===== src/rtl/perf_counter_bank.sv =====
// -----------------------------------------------------------------------------
// perf_counter_bank
//   A bank of per-channel performance counters. Each channel has two counters
//   that run for the life of the block: one for events and one for misses. Both
//   saturate at all-ones. Each channel also has a pair of window accumulators.
//   When a window of 2^WIN_W enabled cycles closes, the accumulators are copied
//   to the win_* outputs. The window timer and all counting pause while en is
//   low.
//
// Ports
//   clk        in   1                  clock, rising edge
//   rst_n      in   1                  asynchronous reset, active low
//   en         in   1                  counting / window-timer enable
//   clr        in   1                  synchronous clear, wins over events
//   evt_valid  in   NUM_CH             event occurred on channel i
//   evt_miss   in   NUM_CH             that event was a miss (needs evt_valid)
//   total_cnt  out  NUM_CH*CNT_W       lifetime event counts, ch i at [i*CNT_W +: CNT_W]
//   miss_cnt   out  NUM_CH*CNT_W       lifetime miss counts, same packing
//   win_total  out  NUM_CH*(WIN_W+1)   event count of last completed window
//   win_miss   out  NUM_CH*(WIN_W+1)   miss count of last completed window
//   win_valid  out  1                  one-cycle pulse when win_* update
//   sat        out  NUM_CH             sticky: a lifetime counter saturated
//
// state | meaning
// ------+-------------------------------------------------------------
// IDLE  | en low; counters and window timer hold
// RUN   | en high; events count, window timer advances
// -----------------------------------------------------------------------------
module perf_counter_bank #(
   parameter int NUM_CH = 4,
   parameter int CNT_W  = 32,
   parameter int WIN_W  = 10
) (
   input  logic                          clk,
   input  logic                          rst_n,
   input  logic                          en,
   input  logic                          clr,
   input  logic [NUM_CH-1:0]             evt_valid,
   input  logic [NUM_CH-1:0]             evt_miss,
   output logic [NUM_CH*CNT_W-1:0]       total_cnt,
   output logic [NUM_CH*CNT_W-1:0]       miss_cnt,
   output logic [NUM_CH*(WIN_W+1)-1:0]   win_total,
   output logic [NUM_CH*(WIN_W+1)-1:0]   win_miss,
   output logic                          win_valid,
   output logic [NUM_CH-1:0]             sat
);

   localparam int AW = WIN_W + 1;

   localparam logic [0:0] ST_IDLE = 1'b0;
   localparam logic [0:0] ST_RUN  = 1'b1;

   logic [0:0]       r_state;
   logic [0:0]       w_state_nxt;
   logic [WIN_W-1:0] r_timer;
   logic             r_win_valid;
   logic             w_cnt_en;
   logic             w_win_end;

   logic [NUM_CH-1:0] w_inc_t;
   logic [NUM_CH-1:0] w_inc_m;

   always_comb begin
      w_state_nxt = r_state;
      if (clr) begin
         w_state_nxt = ST_IDLE;
      end else begin
         case (r_state)
            ST_IDLE: if (en)  w_state_nxt = ST_RUN;
            ST_RUN:  if (!en) w_state_nxt = ST_IDLE;
            default:          w_state_nxt = ST_IDLE;
         endcase
      end
   end

   // Counting is active in exactly the cycles that lead into RUN. The same-cycle
   // en therefore counts with no extra cycle of latency on entering RUN. A clr
   // also forces this low, so the events of a clr cycle are dropped.
   assign w_cnt_en  = (w_state_nxt == ST_RUN);
   assign w_win_end = w_cnt_en && (r_timer == {WIN_W{1'b1}});

   always_ff @(posedge clk or negedge rst_n) begin
      if (!rst_n) begin
         r_state     <= ST_IDLE;
         r_timer     <= '0;
         r_win_valid <= 1'b0;
      end else if (clr) begin
         r_state     <= ST_IDLE;
         r_timer     <= '0;
         r_win_valid <= 1'b0;
      end else begin
         r_state     <= w_state_nxt;
         r_win_valid <= w_win_end;
         if (w_cnt_en) begin
            r_timer <= r_timer + WIN_W'(1);
         end
      end
   end

   assign win_valid = r_win_valid;

   genvar g;
   generate
      for (g = 0; g < NUM_CH; g++) begin : g_ch
         logic [CNT_W-1:0] r_total;
         logic [CNT_W-1:0] r_miss;
         logic [AW-1:0]    r_acc_t;
         logic [AW-1:0]    r_acc_m;
         logic [AW-1:0]    r_win_t;
         logic [AW-1:0]    r_win_m;
         logic             r_sat;

         assign w_inc_t[g] = w_cnt_en & evt_valid[g];
         assign w_inc_m[g] = w_inc_t[g] & evt_miss[g];

         // A miss is always also an event, and both counters saturate at the
         // same value. So miss never passes total, even once total is pinned.
         always_ff @(posedge clk or negedge rst_n) begin
            if (!rst_n) begin
               r_total <= '0;
               r_miss  <= '0;
               r_acc_t <= '0;
               r_acc_m <= '0;
               r_win_t <= '0;
               r_win_m <= '0;
               r_sat   <= 1'b0;
            end else if (clr) begin
               r_total <= '0;
               r_miss  <= '0;
               r_acc_t <= '0;
               r_acc_m <= '0;
               r_win_t <= '0;
               r_win_m <= '0;
               r_sat   <= 1'b0;
            end else begin
               if (w_inc_t[g]) begin
                  if (r_total == {CNT_W{1'b1}}) r_sat   <= 1'b1;
                  else                          r_total <= r_total + CNT_W'(1);
               end
               if (w_inc_m[g]) begin
                  if (r_miss == {CNT_W{1'b1}})  r_sat   <= 1'b1;
                  else                          r_miss  <= r_miss + CNT_W'(1);
               end
               // The closing cycle's own events belong to the window being
               // published, so they are added on the way out rather than lost.
               if (w_win_end) begin
                  r_win_t <= r_acc_t + AW'(w_inc_t[g]);
                  r_win_m <= r_acc_m + AW'(w_inc_m[g]);
                  r_acc_t <= '0;
                  r_acc_m <= '0;
               end else begin
                  r_acc_t <= r_acc_t + AW'(w_inc_t[g]);
                  r_acc_m <= r_acc_m + AW'(w_inc_m[g]);
               end
            end
         end

         assign total_cnt[g*CNT_W +: CNT_W] = r_total;
         assign miss_cnt [g*CNT_W +: CNT_W] = r_miss;
         assign win_total[g*AW +: AW]       = r_win_t;
         assign win_miss [g*AW +: AW]       = r_win_m;
         assign sat[g]                      = r_sat;
      end
   endgenerate

endmodule

===== config.mk =====
export PLATFORM = sky130hd
export DESIGN_NAME = perf_counter_bank
export DESIGN_NICKNAME = d
export VERILOG_FILES = /design/src/rtl/perf_counter_bank.sv
export SDC_FILE = /design/constraint.sdc
export NUM_CORES = 1
export LEC_CHECK = 0
export CAP_MARGIN = 25
export CORE_MARGIN = 2
export CORE_UTILIZATION = 40
export CTS_CLUSTER_SIZE = 28
export DETAILED_ROUTE_END_ITERATION = 16
export GPL_ROUTABILITY_DRIVEN = 1
export PLACE_DENSITY = 0.72
export SYNTH_ARGS = -nofsm -noshare
export SYNTH_HDL_FRONTEND = slang
export SYNTH_SLANG_ARGS = --single-unit

===== constraint.sdc =====
create_clock -name clk -period 2.25 [get_ports clk]
set_clock_uncertainty 0.1 [all_clocks]
set_input_delay 0.45 -clock clk [delete_from_list [all_inputs] [get_ports clk]]
set_output_delay 0.45 -clock clk [all_outputs]
set_load 0.05 [all_outputs]

==> metrics.txt <==
status=finished clean; final setup violation count=0; DRC viols=0; Post-synth top flop=dfrtp_1; Pwr per Cell Area=595 nW/um^2; Yosys reg bits=447; CP endpoint kind=flop; setup_tns=0 ns; CP arrival=2.61 ns; Clk pwr share=0.504; CP required=2.66 ns; Final Non-Filler Cells=3,511; CP max FO=4; Setup CP Type=flop to flop; Synth Instances=2,226; dpl cells=3,402; First-pass DRT Iterations=6; Rel. slew slack=0.382; total power=17,500 uW; register area share after synthesis=0.516; VDD IR max=0.577 mV; CTS Buf Count=50; final hold slack=0.105 ns; hpwl dp=44.3 mm; total track usage=0.218; vias in the first global route=18,400; Top Ports=361; top cells by area, synth=dfrtp_1 (52%), nor2_1 (7.0%), xor2_1 (6.4%), xnor2_1 (5.1%), nand4_1 (3.1%); yosys warns=0; H-Tree Depth=2; combinational group share of total power=0.034; share of the synthesized area in the top cell type=0.516; Yosys top cell by area=dfrtp_1; syn_nets=2,263; switching power=3990 uW; Post-Syn Area=21,700 um^2; Setup crit start kind=flop; first-pass GRT wire length=99.7 mm; Internal=13,500 uW; CTS Root Cell=clkbuf_16; Routed Antenna Nets=0; reg-to-reg setup timing slack=0.05 ns; worst hold path depth=3; worst slew pin tran=0.927 ns; Reg area=11,300 um^2; leakage power=0.0138 uW; share of cells above drive strength 1=0.207; fill count=4,714; DR WL/cell=17.7 um; Seq pwr share=0.462; Die Wd=237 um; final worst-path cycle share=0.978; Max-Cap Viols=0; FF-to-FF End=g_ch[2].r_total[26]$_DFFE_PN0P_; final net count=2,808; synth unique cells=70; largest net degree at the start of global routing=90; CTS tree=built; Post-synth EDFFs=0; Vias per Instance=5.31; Async SR Flop Fraction=1.00; die area=56,100 um^2; final WL=62.0 mm; initial antenna violation count=3; chip height=237 um; reg2reg path depth=6; most common cell in the synthesized netlist=dfrtp_1; Post-synth top cells=dfrtp_1 (447), nor2_1 (407), nand2_1 (162); syn_area_per_cell=9.75 um^2; Initial Util=0.404; Final Hold Viols=0; Rows=85; WHS Endpoint=r_timer[9]$_DFFE_PN0P_; RSZ-0062 raised after global routing=true; RePlAce Congestion=0.900; minimum clock period=2.20 ns; Min-Delay Path Class=input pin to flop; Area Overhead vs Synth=35.4%; footprint of the multi-input gates=10,200 um^2; worst r2r src=g_ch[2].r_total[21]$_DFFE_PN0P_; CTS max path bufs=3; initial DRC count=1,240; Sink Count=447; Slew Viols, Final=0; IO buf count=360; GRT Residual Overflow=0; Fmax=455 MHz; core area=53,700 um^2; clock-pin slew on the worst setup and hold paths=0.06 ns; sw frac=0.229; clk_lat worst skew=0.61 ns; vias=18,700; hold path startpoint=clr
## how the worst max path moves through the flow
stage	slack [ns]	cells past startpoint	endpoint	from
floorplan	-0.06	8	g_ch[1].r_total[2]$_DFFE_PN0P_	g_ch[1].r_total[0]$_DFFE_PN0P_
global placement	-0.66	10	g_ch[3].r_win_m[10]$_DFFE_PN0P_	en
detailed placement	-0.69	9	g_ch[3].r_miss[29]$_DFFE_PN0P_	en
CTS	0.006	8	g_ch[1].r_win_m[6]$_DFFE_PN0P_	r_timer[5]$_DFFE_PN0P_
global route	-0.03	6	g_ch[3].r_miss[12]$_DFFE_PN0P_	g_ch[3].r_miss[20]$_DFFE_PN0P_
finish	0.05	6	g_ch[2].r_total[26]$_DFFE_PN0P_	g_ch[2].r_total[21]$_DFFE_PN0P_
## layout by cell type (no fill, tap or decap), types with 11 or more instances in the layout
cell type        n
buf_12          14
xor2_1         158
nand3_1        127
nand3b_1        48
or3_1           46
inv_1           20
o21ai_0         71
a21oi_1         44
dfrtp_2        100
xnor2_1        126
clkbuf_16       51
dfrtp_1        347
and2_1          27
clkinv_2        11
and3_1          42
nor2_1         403
nor3_1          44
buf_4          284
ha_1            14
nor4_1          20
nand2_1        161
nand4_1        106
dlygate4sd2_1  280
and4_1          33
a211oi_1        43
## critical path, cell delays in order (launching register included)
cell     delay, ns
dfrtp_2       0.40
and4_1        0.22
buf_4         0.15
and4_1        0.21
or4b_4        0.53
or3_1         0.39
a21oi_1       0.12
## per-stage QoR
| step | setup slack [ns] | area (um^2) | utilization |
|---|---|---|---|
| floorplan | -0.0601 | 21900 | - |
| global placement | -0.658 | 27600 | 0.514 |
| detailed placement | -0.689 | 27600 | 0.514 |
| CTS | 0.00602 | 29100 | 0.542 |
| global route | -0.0273 | 29400 | 0.547 |
| finish | 0.0501 | 29400 | 0.547 |
## per-layer routing
layer,track usage,vias to the layer above,share of wire
met2,0.361,514,0.48
met3,0.0493,90,0.063
li1,-,8805,-
met5,0,-,0.00019
met1,0.285,9240,0.43
met4,0.0648,2,0.025
## layout make-up
| class | instances | area share |
|---|---|---|
| clock buffer | 61 | 0.0457 |
| sequential | 447 | 0.385 |
| clock inverter | 33 | 0.0151 |
| tap | 696 | 0.0296 |
| antenna | 2 | 0.000170 |
| timing repair buffer | 598 | 0.174 |
| inverter | 25 | 0.00349 |
| multi-input combinational | 1649 | 0.347 |
## state kept, by name, summed over array words and instances, names as in the netlist
| signal | count |
|---|---|
| g_ch.r_total | 128 |
| r_timer | 10 |
| g_ch.r_win_t | 44 |
| g_ch.r_sat | 4 |
| g_ch.r_win_m | 44 |
| g_ch.r_miss | 128 |
| win_valid | 1 |
| g_ch.r_acc_m | 44 |
| g_ch.r_acc_t | 44 |
## cells by family after synthesis
logic type | synth area share
AOI/OAI and AO/OA | 0.0539
adders and majority gates | 0.0144
xor gates and xnor gates | 0.115
and+or+nand+nor | 0.272
muxes | 0.00277
buffers and inverters | 0.0265
DFF | 0.516
## power by group through the flow
stage                     Clock [uW]  Sequential [uW]  Combinational [uW]
after global placement             0             8220                 588
after global routing            9290             8070                 659
final                           8800             8070                 586
after floorplan                    0             8250                 198
after detailed placement           0             8220                 595
after CTS                       9020             8070                 597
## what timing repair did
action,in CTS,in global routing
setup buffers,3,8
hold buffers,1,0
endpoints found under the hold margin,35,0
endpoints found under the setup margin,311,161
resized for setup,288,52
pin swaps,0,14
gates cloned,1,1
Note: power is estimated with default switching activity, not from simulation.
